File: config.mk
export PLATFORM = sky130hd
export DESIGN_NAME = mem_bus_arbiter_flat
export DESIGN_NICKNAME = d
export VERILOG_FILES = /design/src/rtl/bus_pkg.sv /design/src/rtl/mem_bus_arbiter_if.sv /design/src/rtl/mem_bus_arbiter_rr_pick2.sv /design/src/rtl/mem_bus_arbiter.sv /design/src/flat_wrapper.sv
export SDC_FILE = /design/constraint.sdc
export NUM_CORES = 1
export LEC_CHECK = 0
export CORE_AREA = 2 2 124 126
export CTS_BUF_LIST = sky130_fd_sc_hd__clkbuf_4 sky130_fd_sc_hd__clkbuf_8
export DETAILED_ROUTE_END_ITERATION = 12
export DIE_AREA = 0 0 126 128
export DONT_BUFFER_PORTS = 1
export HOLD_SLACK_MARGIN = 0.03
export PLACE_DENSITY_LB_ADDON = 0.12
export SYNTH_ARGS = -nofsm -noshare
export SYNTH_HDL_FRONTEND = slang
export SYNTH_HIERARCHICAL = 1
export SYNTH_SLANG_ARGS = --single-unit
File: constraint.sdc
create_clock -name clk -period 2.77 [get_ports clk]
set_clock_uncertainty 0.05 [all_clocks]
set_input_delay 0.277 -clock clk [delete_from_list [all_inputs] [get_ports clk]]
set_output_delay 0.277 -clock clk [all_outputs]
set_load 0.01 [all_outputs]
File: src/rtl/bus_pkg.sv
// Shared encodings for the IFU/LSU memory bus arbiter: FSM states, grant IDs
// and default bus widths.
package bus_pkg;

  localparam int DEF_AW = 32;
  localparam int DEF_DW = 32;

  typedef logic [1:0] state_t;

  localparam state_t ST_IDLE = 2'd0;
  localparam state_t ST_REQ  = 2'd1;
  localparam state_t ST_RSP  = 2'd2;
  localparam state_t ST_ERR  = 2'd3;

  localparam logic GNT_IFU = 1'b0;
  localparam logic GNT_LSU = 1'b1;

endpackage

File: src/rtl/mem_bus_arbiter_if.sv
// Valid/ready memory bus with a request channel and a response channel.
// The master modport issues requests; the slave modport answers them.
interface mem_bus_arbiter_if #(
  parameter int AW = bus_pkg::DEF_AW,
  parameter int DW = bus_pkg::DEF_DW
);

  logic            req_valid;
  logic            req_ready;
  logic [AW-1:0]   addr;
  logic            wen;
  logic [DW-1:0]   wdata;
  logic [DW/8-1:0] wmask;
  logic            rsp_valid;
  logic            rsp_ready;
  logic [DW-1:0]   rdata;
  logic            rsp_err;

  modport master (
    output req_valid, addr, wen, wdata, wmask, rsp_ready,
    input  req_ready, rsp_valid, rdata, rsp_err
  );

  modport slave (
    input  req_valid, addr, wen, wdata, wmask, rsp_ready,
    output req_ready, rsp_valid, rdata, rsp_err
  );

endinterface

File: src/rtl/mem_bus_arbiter_rr_pick2.sv
// Two-way round-robin picker: a lone requester wins, on a tie the master
// that did not finish the previous transaction wins.
module rr_pick2
  import bus_pkg::*;
(
  input  logic [1:0] req,
  input  logic       last,
  output logic       grant
);

  always_comb begin
    grant = GNT_IFU;
    if (req == 2'b11) begin
      grant = ~last;
    end else if (req[1]) begin
      grant = GNT_LSU;
    end
  end

endmodule

File: src/rtl/mem_bus_arbiter.sv
// Shares one memory slave between instruction fetch (m0) and load/store (m1),
// one outstanding transaction at a time, with an optional response timeout.
module mem_bus_arbiter
  import bus_pkg::*;
#(
  parameter int AW      = DEF_AW,
  parameter int DW      = DEF_DW,
  parameter int TIMEOUT = 0
) (
  input logic               clk,
  input logic               rst,
  mem_bus_arbiter_if.slave  m0,
  mem_bus_arbiter_if.slave  m1,
  mem_bus_arbiter_if.master s
);

  localparam int TW = (TIMEOUT > 0) ? $clog2(TIMEOUT + 1) : 1;

  state_t          state_reg, state_next;
  logic            grant_reg, last_reg, pick;
  logic [AW-1:0]   addr_reg;
  logic            wen_reg;
  logic [DW-1:0]   wdata_reg;
  logic [DW/8-1:0] wmask_reg;

  logic            accept, g_rsp_ready, rsp_done, tmo_hit;
  logic            rsp_vld, rsp_err;
  logic [DW-1:0]   rsp_data;

  rr_pick2 u_pick (
    .req   ({m1.req_valid, m0.req_valid}),
    .last  (last_reg),
    .grant (pick)
  );

  // Gated by rst so no ready is offered while reset is held.
  assign accept      = rst && (state_reg == ST_IDLE) && (m0.req_valid || m1.req_valid);
  assign g_rsp_ready = (grant_reg == GNT_LSU) ? m1.rsp_ready : m0.rsp_ready;
  assign rsp_done    = (state_reg == ST_RSP) && s.rsp_valid && g_rsp_ready;

  generate
    if (TIMEOUT > 0) begin : g_tmo
      logic [TW-1:0] tmo_cnt_reg;

      // Expiring on TIMEOUT-1 lands in ERR exactly TIMEOUT cycles after REQ entry.
      assign tmo_hit = (tmo_cnt_reg == TW'(TIMEOUT - 1));

      always_ff @(posedge clk or negedge rst) begin
        if (!rst) begin
          tmo_cnt_reg <= '0;
        end else if (accept) begin
          tmo_cnt_reg <= '0;
        end else if (state_reg == ST_REQ || state_reg == ST_RSP) begin
          tmo_cnt_reg <= tmo_cnt_reg + TW'(1);
        end
      end
    end else begin : g_no_tmo
      assign tmo_hit = 1'b0;
    end
  endgenerate

  always_comb begin
    state_next = state_reg;
    case (state_reg)
      ST_IDLE: if (accept) state_next = ST_REQ;
      ST_REQ: begin
        if (tmo_hit)          state_next = ST_ERR;
        else if (s.req_ready) state_next = ST_RSP;
      end
      ST_RSP: begin
        if (rsp_done)     state_next = ST_IDLE;
        else if (tmo_hit) state_next = ST_ERR;
      end
      default: if (g_rsp_ready) state_next = ST_IDLE;
    endcase
  end

  always_ff @(posedge clk or negedge rst) begin
    if (!rst) begin
      state_reg <= ST_IDLE;
      grant_reg <= GNT_IFU;
      last_reg  <= GNT_LSU;
      addr_reg  <= '0;
      wen_reg   <= 1'b0;
      wdata_reg <= '0;
      wmask_reg <= '0;
    end else begin
      state_reg <= state_next;
      if (accept) begin
        grant_reg <= pick;
        addr_reg  <= (pick == GNT_LSU) ? m1.addr  : m0.addr;
        wen_reg   <= (pick == GNT_LSU) ? m1.wen   : m0.wen;
        wdata_reg <= (pick == GNT_LSU) ? m1.wdata : m0.wdata;
        wmask_reg <= (pick == GNT_LSU) ? m1.wmask : m0.wmask;
      end
      if (rsp_done || (state_reg == ST_ERR && g_rsp_ready)) begin
        last_reg <= grant_reg;
      end
    end
  end

  // Response seen by the granted master: slave pass-through, or a synthetic error.
  always_comb begin
    rsp_vld  = 1'b0;
    rsp_err  = 1'b0;
    rsp_data = '0;
    if (state_reg == ST_RSP) begin
      rsp_vld  = s.rsp_valid;
      rsp_err  = s.rsp_err;
      rsp_data = s.rdata;
    end else if (state_reg == ST_ERR) begin
      rsp_vld = 1'b1;
      rsp_err = 1'b1;
    end
  end

  assign m0.req_ready = accept && (pick == GNT_IFU);
  assign m1.req_ready = accept && (pick == GNT_LSU);
  assign m0.rsp_valid = rsp_vld && (grant_reg == GNT_IFU);
  assign m1.rsp_valid = rsp_vld && (grant_reg == GNT_LSU);
  assign m0.rsp_err   = rsp_err && (grant_reg == GNT_IFU);
  assign m1.rsp_err   = rsp_err && (grant_reg == GNT_LSU);
  assign m0.rdata     = (grant_reg == GNT_IFU) ? rsp_data : '0;
  assign m1.rdata     = (grant_reg == GNT_LSU) ? rsp_data : '0;

  assign s.req_valid  = (state_reg == ST_REQ);
  assign s.addr       = addr_reg;
  assign s.wen        = wen_reg;
  assign s.wdata      = wdata_reg;
  assign s.wmask      = wmask_reg;
  assign s.rsp_ready  = (state_reg == ST_ERR) || (state_reg == ST_RSP && g_rsp_ready);

endmodule

File: src/flat_wrapper.sv
// flat-port wrapper written by rule: the top's interface ports become plain ports
module mem_bus_arbiter_flat import bus_pkg::*;
#(
  parameter int AW      = DEF_AW,
  parameter int DW      = DEF_DW,
  parameter int TIMEOUT = 0
)
  (clk, rst, m0_req_valid, m0_addr, m0_wen, m0_wdata, m0_wmask, m0_rsp_ready, m0_req_ready, m0_rsp_valid, m0_rdata, m0_rsp_err, m1_req_valid, m1_addr, m1_wen, m1_wdata, m1_wmask, m1_rsp_ready, m1_req_ready, m1_rsp_valid, m1_rdata, m1_rsp_err, s_req_valid, s_addr, s_wen, s_wdata, s_wmask, s_rsp_ready, s_req_ready, s_rsp_valid, s_rdata, s_rsp_err);
  mem_bus_arbiter_if #(.AW(AW), .DW(DW)) m0_i ();
  mem_bus_arbiter_if #(.AW(AW), .DW(DW)) m1_i ();
  mem_bus_arbiter_if #(.AW(AW), .DW(DW)) s_i ();
  input logic clk;
  input logic rst;
  input wire logic [$bits(m0_i.req_valid)-1:0] m0_req_valid;
  input wire logic [$bits(m0_i.addr)-1:0] m0_addr;
  input wire logic [$bits(m0_i.wen)-1:0] m0_wen;
  input wire logic [$bits(m0_i.wdata)-1:0] m0_wdata;
  input wire logic [$bits(m0_i.wmask)-1:0] m0_wmask;
  input wire logic [$bits(m0_i.rsp_ready)-1:0] m0_rsp_ready;
  output wire logic [$bits(m0_i.req_ready)-1:0] m0_req_ready;
  output wire logic [$bits(m0_i.rsp_valid)-1:0] m0_rsp_valid;
  output wire logic [$bits(m0_i.rdata)-1:0] m0_rdata;
  output wire logic [$bits(m0_i.rsp_err)-1:0] m0_rsp_err;
  input wire logic [$bits(m1_i.req_valid)-1:0] m1_req_valid;
  input wire logic [$bits(m1_i.addr)-1:0] m1_addr;
  input wire logic [$bits(m1_i.wen)-1:0] m1_wen;
  input wire logic [$bits(m1_i.wdata)-1:0] m1_wdata;
  input wire logic [$bits(m1_i.wmask)-1:0] m1_wmask;
  input wire logic [$bits(m1_i.rsp_ready)-1:0] m1_rsp_ready;
  output wire logic [$bits(m1_i.req_ready)-1:0] m1_req_ready;
  output wire logic [$bits(m1_i.rsp_valid)-1:0] m1_rsp_valid;
  output wire logic [$bits(m1_i.rdata)-1:0] m1_rdata;
  output wire logic [$bits(m1_i.rsp_err)-1:0] m1_rsp_err;
  output wire logic [$bits(s_i.req_valid)-1:0] s_req_valid;
  output wire logic [$bits(s_i.addr)-1:0] s_addr;
  output wire logic [$bits(s_i.wen)-1:0] s_wen;
  output wire logic [$bits(s_i.wdata)-1:0] s_wdata;
  output wire logic [$bits(s_i.wmask)-1:0] s_wmask;
  output wire logic [$bits(s_i.rsp_ready)-1:0] s_rsp_ready;
  input wire logic [$bits(s_i.req_ready)-1:0] s_req_ready;
  input wire logic [$bits(s_i.rsp_valid)-1:0] s_rsp_valid;
  input wire logic [$bits(s_i.rdata)-1:0] s_rdata;
  input wire logic [$bits(s_i.rsp_err)-1:0] s_rsp_err;
  assign m0_i.req_valid = m0_req_valid;
  assign m0_i.addr = m0_addr;
  assign m0_i.wen = m0_wen;
  assign m0_i.wdata = m0_wdata;
  assign m0_i.wmask = m0_wmask;
  assign m0_i.rsp_ready = m0_rsp_ready;
  assign m0_req_ready = m0_i.req_ready;
  assign m0_rsp_valid = m0_i.rsp_valid;
  assign m0_rdata = m0_i.rdata;
  assign m0_rsp_err = m0_i.rsp_err;
  assign m1_i.req_valid = m1_req_valid;
  assign m1_i.addr = m1_addr;
  assign m1_i.wen = m1_wen;
  assign m1_i.wdata = m1_wdata;
  assign m1_i.wmask = m1_wmask;
  assign m1_i.rsp_ready = m1_rsp_ready;
  assign m1_req_ready = m1_i.req_ready;
  assign m1_rsp_valid = m1_i.rsp_valid;
  assign m1_rdata = m1_i.rdata;
  assign m1_rsp_err = m1_i.rsp_err;
  assign s_req_valid = s_i.req_valid;
  assign s_addr = s_i.addr;
  assign s_wen = s_i.wen;
  assign s_wdata = s_i.wdata;
  assign s_wmask = s_i.wmask;
  assign s_rsp_ready = s_i.rsp_ready;
  assign s_i.req_ready = s_req_ready;
  assign s_i.rsp_valid = s_rsp_valid;
  assign s_i.rdata = s_rdata;
  assign s_i.rsp_err = s_rsp_err;
  mem_bus_arbiter #(.AW(AW), .DW(DW), .TIMEOUT(TIMEOUT)) u_core (.clk(clk), .rst(rst), .m0(m0_i), .m1(m1_i), .s(s_i));
endmodule
# After elaboration in Yosys (flattened, before gate mapping)
# Index checks and enable logic that the tools add are counted.
[word_totals]
regBits = 73
latch_bits = 0
ram_bits = 0
mem_bits_ro = 0
in_bits = 179
output_inout_bits = 141
word_cells = 53
memories = 0
[classes]
n_addsub = 0
n_mul = 0
n_div = 0
n_lt_le_gt_ge = 0
eq_ne = 7
n_shift = 0
muxes = 18
bitwise = 3
reduce_logical = 18
[ops]
columns = ["cell", "n"]
rows = [
  ["2-to-1 mux 32 bit", 5],
  ["logical AND 1 bit", 12],
  ["2-to-1 mux 2 bit", 4],
  ["2-to-1 mux 1 bit", 7],
  ["== test 2 bit, second input constant", 3],
  ["!= test 2 x 1 -> 1 bit, second input constant", 3],
  ["one-hot mux 2 bit (3 select lines)", 1],
  ["2-to-1 mux 4 bit", 1],
  ["AND reduction 4 bit", 1],
  ["nonzero test 4 bit", 1],
  ["logical OR 1 bit", 3],
  ["NOT 1 bit", 3],
  ["== test 2 x 1 -> 1 bit, second input constant", 1],
  ["zero test 2 bit", 1],
]

# Longest topological paths before layout
# Gate-level depths: netlist of run 1.
[depth]
depth_word = 5
mapped_depth = 5
mapped_depth_nobuf = 3

# Cells and area by module
# Netlist of run 1, hierarchy kept.
[by_module_without_submodules]
columns = ["mod", "n_inst", "cells_per_inst", "area_each_um2", "seq_area_each_um2"]
rows = [
  ["mem_bus_arbiter", 1, 327, 4431.8, 1828.0],
  ["rr_pick2", 1, 1, 11.3, 0.0],
]

# Worst setup path after synthesis of run 1
# No wires, ideal clock.
[synth_timing]
path_kind = "register to register"
from = "reg u_core.last_reg"
to = "reg u_core.addr_reg[0], in the netlist u_core/s.addr[0]"
setup_time_ns = 0.125
arrival_ns = 1.527
required_ns = 2.595
slack_ns = 1.068
stages_incl_launch_ff = 6
n_path_buf = 2
synth_period_minus_slack_ns = 1.702
cell_sequence = "dfstp_2 a21boi_2 clkbuf_1 buf_2 mux2_2 mux2_4"
[synth_via]
elab_chain_cells = 3
[synth_lines]
columns = ["element", "line_no", "text"]
rows = [
  ["from (decl)", "mem_bus_arbiter.sv:20", "logic grant_reg, last_reg, pick;"],
  ["from (signal assigned)", "mem_bus_arbiter.sv:97", "last_reg <= grant_reg;"],
  ["NOT 1 bit", "mem_bus_arbiter_rr_pick2.sv:14", "grant = ~last;"],
  ["2-to-1 mux 1 bit", "mem_bus_arbiter_rr_pick2.sv:13", "if (req == 2'b11) begin"],
  ["named net u_core.pick", "mem_bus_arbiter.sv:20", ""],
  ["2-to-1 mux 32 bit", "mem_bus_arbiter.sv:91", "addr_reg <= (pick == GNT_LSU) ? m1.addr : m0.addr;"],
  ["to (signal assigned)", "mem_bus_arbiter.sv:91", ""],
  ["to (decl)", "mem_bus_arbiter.sv:21", "logic [AW-1:0] addr_reg;"],
]
# The timed path passes the listed nets, and every way through them passes these cells.
# A chain may end at the register's enable or synchronous reset.

# Worst setup path in the final report of run 1
[layout_timing]
from = "reg u_core.state_reg[1]"
to = "out m0_req_ready"
[layout_via]
elab_chain_cells = 4
[layout_lines]
columns = ["element", "line_no", "text"]
rows = [
  ["from (decl)", "mem_bus_arbiter.sv:19", "state_t state_reg, state_next;"],
  ["from (signal assigned)", "mem_bus_arbiter.sv:88", "state_reg <= state_next;"],
  ["zero test 2 bit", "mem_bus_arbiter.sv:37", "assign accept = rst && (state_reg == ST_IDLE) && (m0.req_valid || m1.req_valid);"],
  ["logical AND 1 bit (2 in a row)", "mem_bus_arbiter.sv:37", ""],
  ["logical AND 1 bit", "mem_bus_arbiter.sv:117", "assign m0.req_ready = accept && (pick == GNT_IFU);"],
  ["to (decl)", "flat_wrapper.sv:20", "output wire logic [$bits(m0_i.req_ready)-1:0] m0_req_ready;"],
]
# No other way between the ends.

==> results.md, run 1 <==
- Status: finished, final reports clean
- Synth top area share: between 40 and 50%
- Seq/Total Area, Yosys: 41.14%
- Vias in the first global route: approximately 2400
- # rows: 45
- Pre-antenna DRT Iters: 4
- Synthesized flop and latch total: 73
- Synth Instances: 328
- Worst hold margin: 0.07134 ns
- Layout cells sized above 1: between 50% and 60%
- Register area: 1828 sq um
- Area Growth Syn to Fin: 6.731%
- Startpoint types: flip-flop
- GRT Total Usage: 12.03%
- Starting density of the core: between 20% and 30%
- Hold Vio Cnt, Final: 0
- Synthesized Nets: ~510
- CTS root buf: clkbuf_8
- Top FF cell, synth: dfrtp_1
- WL/cell: 19.39 um
- Final nets: ~500
- Initial DRC Count: between 70 and 80
- DRT antenna net count: 0
- Clk pin slew, worst setup/hold paths: 0.07 ns
- Initial antenna violation count: 1
- Clock sinks: 73
- Vias/cell: 4.756
- Die width: approximately 130 um
- Tcrit/Tclk final: between 80% and 90%
- Via count: 2454
- Relative slew margins: between 50% and 60%
- Hold/Removal Path Class: input pin to flip-flop
- Max Fclk: around 450 MHz
- Maximum VDD drop: 0.0004604 V
- Height of the die: around 130 um
- Final setup fails: 0
- GP Congestion: 0.7260
- Top cells by count, synth: mux2_2 (74), dfrtp_1 (72), mux2_4 (67), and2_1 (65), nor2_1 (9)
- PostCTS Resize Cnt: 0
- Count of input and output buffers: 0
- Pwr/cell area: ~1100 nW/um^2
- Worst setup path category: flip-flop to primary output
- Fin crit period: 2.234 ns
- Tightest Pin Transition: 0.6200 ns
- Syn_area_per_cell: 13.55 sq um
- Post-synth top area cell: dfrtp_1
- RSZ-0062 raised after global routing: false
- Max-slew violations: 0
- Worst EP arrival: roughly 1.9 ns
- CTS Buf Count: 9
- TritonCTS clock tree: built
- Critical path data required time: 2.44 ns
- Die area: 16130 sq um
- Multi-input gate area: ~2400 sq um
- Leak: roughly 2.2 nW
- GRT Residual Overflow: 0
- Final WS setup: 0.5356 ns
- Setup tns final: 0 ns
- First-pass GRT wire length: around 15 mm
- Number of flops mapped to enable cells by yosys: 0
- CP endpoint kind: primary output
- Most common cell in the synthesized netlist: mux2_2
- # IOs: 320
- Final core occ: 31.90%
- Crit Path Max Fanout: 73
- Later-pin clock latency in the skew report: 0.35 ns
- Largest net degree at the start of global routing: 74
- Post-CTS Setup Bufs: 0
- Worst slack, placed: 1.014 ns
- Yosys warning count: 6
- DPL Wire Length: 7.174 mm
- Fill cell count: 1479
- Count of cell types in the netlist: 22
- Core footprint: 14860 sq um
- Share of flip-flops with an asynchronous set or reset: 100.0%
- Mapped Area: 4443 sq um
- Synth area leaders: dfrtp_1 (41%), mux2_4 (23%), mux2_2 (19%), and2_1 (9.2%), buf_12 (3.2%)
- MaxCap Viol Count: 0
- CTS H-Tree Depth: 3
- Drt total wl: 10.00 mm
- CTS Buffer Depth: 2
- Drt drc: 0
[worst max-delay path: stages, from the launching register on]
cell,delay (ns)
dfrtp_1,0.47
or3_4,0.43
buf_12,0.21
nor2_1,0.30
[stage by stage]
step	cell area (sq um)	total power, mW	cells
floorplan	4443	4.104	328
global placement	4506	4.376	496
detailed placement	4506	4.376	496
CTS	4740	5.250	515
global route	4740	5.456	515
finish	4742	5.139	516
[final timing paths]
path | start | endpoint | slack (ns) | depth (start not counted)
setup reg to reg | u_core/state_reg[1] | u_core/s.wdata[20] | 0.94 | 3
setup / recovery | u_core/state_reg[1] | m0_req_ready | 0.54 | 3
max in group asynchronous | rst | u_core/last_reg | 1.93 | 2
min in group asynchronous | rst | u_core/s.addr[14] | 0.41 | 2
hold / removal | s_req_ready | u_core/state_reg[1] | 0.07 | 2
hold reg to reg | u_core/last_reg | u_core/last_reg | 0.51 | 2
[cells by family after synthesis]
family	synth area share [%]
muxes	41.40
and+or+nand+nor	10.56
DFF	41.14
buffers and inverters	5.463
AOI/OAI and AO/OA	1.436
[cell usage in the layout (no fill, tap or decap)]
master         Yosys  layout
o21a_1             2       2
diode_2            0       1
dfstp_2            1       1
a21oi_1            4       4
clkbuf_4           0       1
clkbuf_8           0      11
buf_12             7       2
nor2_1             9       9
mux2_2            74      74
o21ai_0            2       2
clkinv_2           0       2
clkinv_4           0       2
dlygate4sd3_1      0       2
o211ai_1           1       1
nand2_1            1       1
dfrtp_1           72      72
a21boi_4           0       1
mux2_4            67      67
buf_16             0       1
buf_4              1       2
inv_1              2       2
or2b_1             1       1
or3_4              1       1
and2_1            65      65
nor2b_1            1       1
[power breakdown]
group,total (mW),internal [mW],switching [mW],leakage [nW]
registers,2.36,1.62,0.742,0.860
clock network,0.789,0.384,0.405,0.0998
logic,1.99,1.21,0.776,1.21
total,5.14,3.22,1.92,2.17
[routing by layer]
metal | vias to the layer above | track usage (%) | wire length [um]
li1 | 1115 | - | -
met1 | 1160 | 14.64 | 3975
met2 | 168 | 19.20 | 4992
met3 | 11 | 4.800 | 889
met4 | 0 | 4.654 | 147
met5 | - | 0 | 0
[final cells by class]
class,count,share of cell area [%]
flip-flops and latches,73,38.55
well taps,188,4.960
inverters,2,0.1583
clock buffers,12,3.351
clock inverters,4,0.5805
diodes,1,0.05277
multi-input cells,229,50.18
repair buffers,7,2.164
[what timing repair did]
item                                   4_1_cts  5_1_grt
hold buffers                                 3        0
endpoints found under the hold margin       74        0
setup endpoints to repair                    0        0
No activity file was read; power rests on OpenSTA's default activity.
==> run 2: changes to the inputs <==
--- a/config.mk
+++ b/config.mk
@@ -5,10 +5,10 @@
 export SDC_FILE = /design/constraint.sdc
 export NUM_CORES = 1
 export LEC_CHECK = 0
-export CORE_AREA = 2 2 124 126
+export CORE_AREA = 2 2 123 125
 export CTS_BUF_LIST = sky130_fd_sc_hd__clkbuf_4 sky130_fd_sc_hd__clkbuf_8
 export DETAILED_ROUTE_END_ITERATION = 12
-export DIE_AREA = 0 0 126 128
+export DIE_AREA = 0 0 125 127
 export DONT_BUFFER_PORTS = 1
 export HOLD_SLACK_MARGIN = 0.03
 export PLACE_DENSITY_LB_ADDON = 0.12
==> constraint.sdc (replaced) <==
create_clock -name clk -period 1.81 [get_ports clk]
set_clock_uncertainty 0.05 [all_clocks]
set_input_delay 0.181 -clock clk [delete_from_list [all_inputs] [get_ports clk]]
set_output_delay 0.181 -clock clk [all_outputs]
set_load 0.01 [all_outputs]
==> run 2 against run 1 <==
Compared with the run above:
- the flow now stops in clock tree synthesis
- area after synthesis stayed put
- synthesized cell count stayed put
==> results.md, run 2 <==
- Status: did not finish
- CTS root buf: clkbuf_8
- Synthesized Nets: 507
- Cts hold-fix bufs: around 100
- Compound-Gate Fraction of Synth Area: 1.436%
- Xor and xnor fraction of the mapped netlist area: 0%
- Most common cell in the synthesized netlist: mux2_2
- Starting density of the core: 30.80%
- Syn_area_per_cell: 13.55 sq um
- Top FF cell, synth: dfrtp_1
- DPL Wire Length: 8.828 mm
- Dpl cells: about 500
- Count of cell types in the netlist: 22
- PostCTS Resize Cnt: 10
- Synth top area share: 40.55%
- Synth Area in Simple Gates: 10.56%
- Synth Instances: 328
- CTS Buf Count: 9
- # IOs: 320
- Synth area leaders: dfrtp_1 (41%), mux2_4 (23%), mux2_2 (19%), and2_1 (9.2%), buf_12 (3.2%)
- # rows: 44
- Count of input and output buffers: 0
- Seq/Total Area, Yosys: 41.14%
- Yosys warning count: 6
- GP Congestion: 0.7652
- Post-synthesis mux area share: 41.40%
- CTS H-Tree Depth: 3
- Number of flops mapped to enable cells by yosys: 0
- Clock sinks: 73
- Die width: 125 um
- Post-CTS Setup Bufs: 2
- Share of flip-flops with an asynchronous set or reset: 100.0%
- Synthesized flop and latch total: 73
- Height of the die: 127 um
- Adder-cell area share of the yosys netlist: 0%
- Post-synth top area cell: dfrtp_1
- Error: [ERROR RSZ-0060] Max buffer count reached.
- Largest family of logic cells by synthesized area: multiplexers
- Top cells by count, synth: mux2_2 (74), dfrtp_1 (72), mux2_4 (67), and2_1 (65), nor2_1 (9)
- CTS Buffer Depth: 2
- Mapped Area: 4443 sq um
- Failed at: clock tree synthesis
## run 2: kinds of logic after synthesis
| logic type | count (synthesis) |
|---|---|
| compound gates | 10 |
| buf+inv | 26 |
| flops | 73 |
| mux | 141 |
| simple gates | 78 |
## run 2: stage by stage
stage | area (sq um) | setup WS, ns | utilization, %
after floorplan | 4443 | 0.1083 | -
after global placement | 4576 | 0.1314 | 31.72
after detailed placement | 4576 | 0.07972 | 31.72
==> run 3: changes to the inputs <==
--- a/config.mk
+++ b/config.mk
@@ -5,13 +5,11 @@
 export SDC_FILE = /design/constraint.sdc
 export NUM_CORES = 1
 export LEC_CHECK = 0
-export CORE_AREA = 2 2 123 125
-export CTS_BUF_LIST = sky130_fd_sc_hd__clkbuf_4 sky130_fd_sc_hd__clkbuf_8
+export CORE_AREA = 2 2 126 128
 export DETAILED_ROUTE_END_ITERATION = 12
-export DIE_AREA = 0 0 125 127
+export DIE_AREA = 0 0 128 130
 export DONT_BUFFER_PORTS = 1
-export HOLD_SLACK_MARGIN = 0.03
-export PLACE_DENSITY_LB_ADDON = 0.12
+export PLACE_DENSITY_LB_ADDON = 0.15
 export SYNTH_ARGS = -nofsm -noshare
 export SYNTH_HDL_FRONTEND = slang
 export SYNTH_HIERARCHICAL = 1
==> constraint.sdc (replaced) <==
create_clock -name clk -period 2.4 [get_ports clk]
set_clock_uncertainty 0.05 [all_clocks]
set_input_delay 0.24 -clock clk [delete_from_list [all_inputs] [get_ports clk]]
set_output_delay 0.24 -clock clk [all_outputs]
set_load 0.01 [all_outputs]
==> run 3 against run 2 <==
Compared with the run above:
- the run now ends clean
==> results.md, run 3 (same netlist as run 1, synthesis figures left out) <==
- Reg-to-reg slack, setup: 0.55 ns
- Count of input and output buffers: 0
- Die width: 128 um
- Post-layout instance area: 4882 sq um
- Hold Vio Cnt, Final: 0
- Height of the die: 130 um
- CP endpoint kind: primary output
- Worst setup path category: flip-flop to primary output
- MaxCap Viol Count: 0
- Pwr/cell area: 1315 nW/um^2
- Clock sinks: 73
- GRT Residual Overflow: 0
- Tcrit/Tclk final: 90.21%
- Initial DRC Count: 85
- GP Congestion: 0.6745
- Setup tns final: 0 ns
- Hold/Removal Path Class: input pin to flip-flop
- Worst slack, placed: between 0.5 and 0.6 ns
- Critical path data required time: 2.11 ns
- Area Growth Syn to Fin: 9.884%
- Final nets: 503
- Critical Path Start: u_core/state_reg[1]
- Clk pwr share: 21.0%
- Commonest non-fill, non-tap cell in the layout: mux2_2
- Largest net degree at the start of global routing: 74
- Max-slew violations: 0
- Drt total wl: 10.77 mm
- Psw: approximately 2.3 mW
- RSZ-0062 raised after global routing: false
- Relative slew margins: 73.18%
- DPL Wire Length: a little under 8 mm
- Switching Share: around 36%
- GRT Total Usage: 12.12%
- Comb power frac: about 37%
- TritonCTS clock tree: built
- Crit Path Max Fanout: 22
- Fin crit period: ~2.2 ns
- # IOs: 320
- Leak: roughly 2.2 nW
- Final setup fails: 0
- Startpoint types: flip-flop
- Starting density of the core: 28.80%
- Internal Power: around 4 mW
- Maximum VDD drop: 0.0003589 V
- Clk pin slew, worst setup/hold paths: roughly 0.060 ns
- Drt drc: 0
- Antenna diodes: 0
- Die area: 16640 sq um
- DRT antenna net count: 0
- Max Fclk: 461.9 MHz
- CTS H-Tree Depth: 3
- Worst min-delay path startpoint: s_req_ready
- Via count: between 2000 and 2500
- CTS root buf: clkbuf_16
- WL/cell: 20.67 um
- Min-Delay Endpoint: u_core/state_reg[1]
- Flop pwr share: 42.5%
- Post-CTS Setup Bufs: 0
- First-pass GRT wire length: around 15 mm
- Vias/cell: roughly 4.8
- R2R cell count: 3
- RR Endpoint: u_core/s.addr[2]
- Core footprint: 15420 sq um
- Hold Crit Depth: 2
- Status: finished, final reports clean
- Worst EP arrival: 1.88 ns
- Dpl cell area: 4538 sq um
- Pre-antenna DRT Iters: 4
- CTS Buffer Depth: 2
- Tightest Pin Transition: 0.4022 ns
- R2R Path Start: u_core/state_reg[1]
- Most frequent cells in the layout: mux2_2 (74), dfrtp_1 (72), mux2_4 (67)
- Later-pin clock latency in the skew report: 0.34 ns
- Final WS setup: about 0.23 ns
- Layout cells sized above 1: about half
- CTS Buf Count: 9
- Vias in the first global route: 2420
- # rows: 46
- Initial antenna violation count: 1
[run 3: critical path, cell delays in order, from the launching register on]
cell and delay [ns]:
dfrtp_1 0.46, or3_4 0.60, buf_12 0.24, nor2_1 0.20
[run 3: layer usage]
layer	GRT usage (%)	share of wire, %	wire (um)	vias to the layer above
met5	0	0	0	-
met2	17.46	47	5036	156
met1	16.28	44	4698	1207
met3	4.428	7.7	826	14
li1	-	-	-	1114
met4	5.430	1.9	204	0
[run 3: power groups by stage]
stage / clock, mW / sequential, mW / combinational (mW)
global placement: 0 / 2.78 / 2.30
finish: 1.35 / 2.73 / 2.35
detailed placement: 0 / 2.76 / 2.34
global route: 1.45 / 2.81 / 2.55
floorplan: 0 / 2.50 / 2.23
CTS: 1.42 / 2.75 / 2.38
[run 3: worst max path at each step]
| stage | end | slack (ns) | cells after the start |
|---|---|---|---|
| 2_1_floorplan | u_core/s.addr[0] | 0.70 | 5 |
| 3_3_place_gp | u_core/s.addr[1] | 0.58 | 3 |
| 3_5_place_dp | u_core/s.wdata[12] | 0.55 | 3 |
| 4_1_cts | m0_req_ready | 0.21 | 3 |
| 5_1_grt | m0_req_ready | 0.15 | 3 |
| 6_report | m0_req_ready | 0.23 | 3 |
[run 3: layout make-up]
cell class                      instances  area (sq um)
Clock buffer                           10         229.0
Multi-Input combinational cell        229          2380
Sequential cell                        73          1828
Clock inverter                          6         67.56
Inverter                                2         7.507
Timing Repair Buffer                    9         130.1
Tap cell                              192         240.2
Fill cell                            1546         10540
[run 3: through the flow]
stage / cells / hold WS, ns / util (%) / power [mW]
after global placement: 502 / -0.1031 / 29.42 / 5.082
after detailed placement: 502 / -0.1028 / 29.42 / 5.096
after floorplan: 328 / -0.1056 / - / 4.737
final: 521 / 0.05024 / 31.65 / 6.422
after CTS: 521 / 0.02448 / 31.65 / 6.548
after global routing: 521 / 0.06724 / 31.65 / 6.815
[run 3: what timing repair did]
action	in CTS	in global routing
hold buffers	3	0
endpoints found under the hold margin	74	0
gates resized for setup	0	0
==> run 4: changes to the inputs <==
--- a/config.mk
+++ b/config.mk
@@ -9,6 +9,7 @@
 export DETAILED_ROUTE_END_ITERATION = 12
 export DIE_AREA = 0 0 128 130
 export DONT_BUFFER_PORTS = 1
+export GPL_TIMING_DRIVEN = 0
 export PLACE_DENSITY_LB_ADDON = 0.15
 export SYNTH_ARGS = -nofsm -noshare
 export SYNTH_HDL_FRONTEND = slang
==> constraint.sdc (replaced) <==
create_clock -name clk -period 2.4 [get_ports clk]
set_clock_uncertainty 0.05 [all_clocks]
set_input_delay 0.24 -clock clk [delete_from_list [all_inputs] [get_ports clk]]
set_output_delay 0.24 -clock clk [all_outputs]
set_load 0.05 [all_outputs]
==> run 4 against run 3 <==
Compared with the run above:
- first-iteration DRC count increased by 48%
- fmax decreased by 5.4%
- total power increased by 49%
- core utilization increased by 1.7 points
- via count increased by 3.8%
- flip-flop and latch count unchanged
- critical path depth increased by 2
- register-to-register slack got worse by 0.12 ns
- wire length increased by 3.5%
- worst setup slack got worse by 0.12 ns
- hold slack improved by 0.0052 ns
- cell count increased by 3.5%
- critical path type unchanged
- largest cell class unchanged
==> results.md, run 4 (same netlist as run 1, synthesis figures left out) <==
- Status: finished, final reports clean
- Startpoint types: flip-flop
- Leak: about 2.4 nW
- RSZ-0062 raised after global routing: false
- Core footprint: 15420 sq um
- Initial antenna violation count: 1
- Flop pwr share: 47.1%
- Height of the die: 130 um
- Count of input and output buffers: 0
- RR Endpoint: u_core/s.wdata[21]
- CTS Buf Count: 9
- Antenna diodes: 0
- Maximum VDD drop: 0.0006378 V
- Layout cells sized above 1: a little over two thirds
- Post-CTS Setup Bufs: 0
- Post-layout instance area: 5151 sq um
- Psw: between 5 and 6 mW
- WL/cell: 20.67 um
- Fin crit period: 2.290 ns
- Worst min-delay path startpoint: s_req_ready
- Critical Path Start: u_core/state_reg[0]
- Clock sinks: 73
- Final nets: 521
- Final setup fails: 0
- Via count: 2585
- Final core occ: 33.40%
- Setup tns final: 0 ns
- Vias in the first global route: 2513
- Largest net degree at the start of global routing: 74
- Relative slew margins: 34.94%
- Max Fclk: 436.8 MHz
- Drt total wl: 11.14 mm
- Starting density of the core: between 20% and 30%
- Later-pin clock latency in the skew report: around 0.33 ns
- # rows: 46
- CTS root buf: clkbuf_16
- GRT Total Usage: 12.51%
- R2R Path Start: u_core/last_reg
- First-pass GRT wire length: 15.19 mm
- Clk pwr share: 15.4%
- Switching Share: 54.43%
- Worst slack, placed: -0.1005 ns
- Hold Crit Depth: 2
- Post-route insts no fill: 539
- Worst setup path category: flip-flop to primary output
- GRT Residual Overflow: 0
- Pwr/cell area: 1855 nW/um^2
- Clk pin slew, worst setup/hold paths: 0.05 ns
- Internal Power: approximately 4.4 mW
- Worst hold margin: 0.05542 ns
- Die area: 16640 sq um
- Reg-to-reg slack, setup: between 0.4 and 0.5 ns
- DRT antenna net count: 0
- Vias/cell: 4.796
- TritonCTS clock tree: built
- # IOs: 320
- CTS H-Tree Depth: 3
- Worst EP arrival: 2.00 ns
- CTS Buffer Depth: 2
- Drt drc: 0
- Crit Path Max Fanout: 10
- Max-slew violations: 0
- Die width: ~130 um
- GP Congestion: 0.6811
- Initial DRC Count: about 130
- Dpl cell area: 4683 sq um
- CP endpoint kind: primary output
- Min-Delay Endpoint: u_core/state_reg[1]
- R2R cell count: 5
- MaxCap Viol Count: 0
- Area Growth Syn to Fin: 15.94%
- DPL Wire Length: between 8 and 9 mm
- Hold Vio Cnt, Final: 0
- Comb power frac: 37.5%
- Tightest Pin Transition: 0.9723 ns
- Total power draw: around 9.6 mW
- Hold/Removal Path Class: input pin to flip-flop
- Commonest non-fill, non-tap cell in the layout: mux2_2
- Dpl cells: 520
- Pre-antenna DRT Iters: 4
- Most frequent cells in the layout: mux2_2 (74), dfrtp_1 (72), mux2_4 (67)
- Tcrit/Tclk final: 95.40%
- Final WS setup: 0.1104 ns
- Critical path data required time: between 2 and 2.5 ns
==> run 4: critical path, stage by stage (launching register included) <==
cell and delay [ns]:
dfrtp_1 0.35, buf_4 0.16, or3_4 0.38, buf_12 0.17
buf_8 0.16, nor2_2 0.43
==> run 4: per-layer routing <==
layer  track usage, %  share of wire [%]  wire, um
met1            17.05                 45      5005
met2            18.21                 46      5122
met3            4.223                7.5       836
met4            5.107                1.6       175
met5                0                  0         0
==> run 4: worst max path at each step <==
stage                              end  cells past startpoint
final                     m0_req_ready                      5
after global routing       m0_rdata[3]                      4
after CTS                 m1_rdata[16]                      4
after detailed placement  m1_req_ready                      5
after global placement    m1_req_ready                      5
after floorplan           m0_req_ready                      5
==> run 4: cell type report <==
cell class,count,area (sq um)
flip-flops and latches,73,1828
clock inverters,7,101.3
repair buffers,3,47.55
clock buffers,9,225.2
well taps,192,240.2
multi-input cells,229,2462
fillers,1515,10270
inverters,2,7.507
plain buffers,24,239.0
==> run 4: timing repair <==
item / in CTS / in global routing
hold buffers: 3 / 0
setup endpoints to repair: 32 / 61
gates resized for setup: 33 / 37
endpoints found under the hold margin: 74 / 0
==> run 4: power by group through the flow <==
| stage | logic [mW] | registers (mW) | clock network, mW |
|---|---|---|---|
| CTS | 3.57 | 4.52 | 1.54 |
| global placement | 3.46 | 4.56 | 0 |
| detailed placement | 3.49 | 4.53 | 0 |
| floorplan | 3.19 | 4.33 | 0 |
| global route | 3.79 | 4.58 | 1.60 |
| finish | 3.59 | 4.50 | 1.47 |
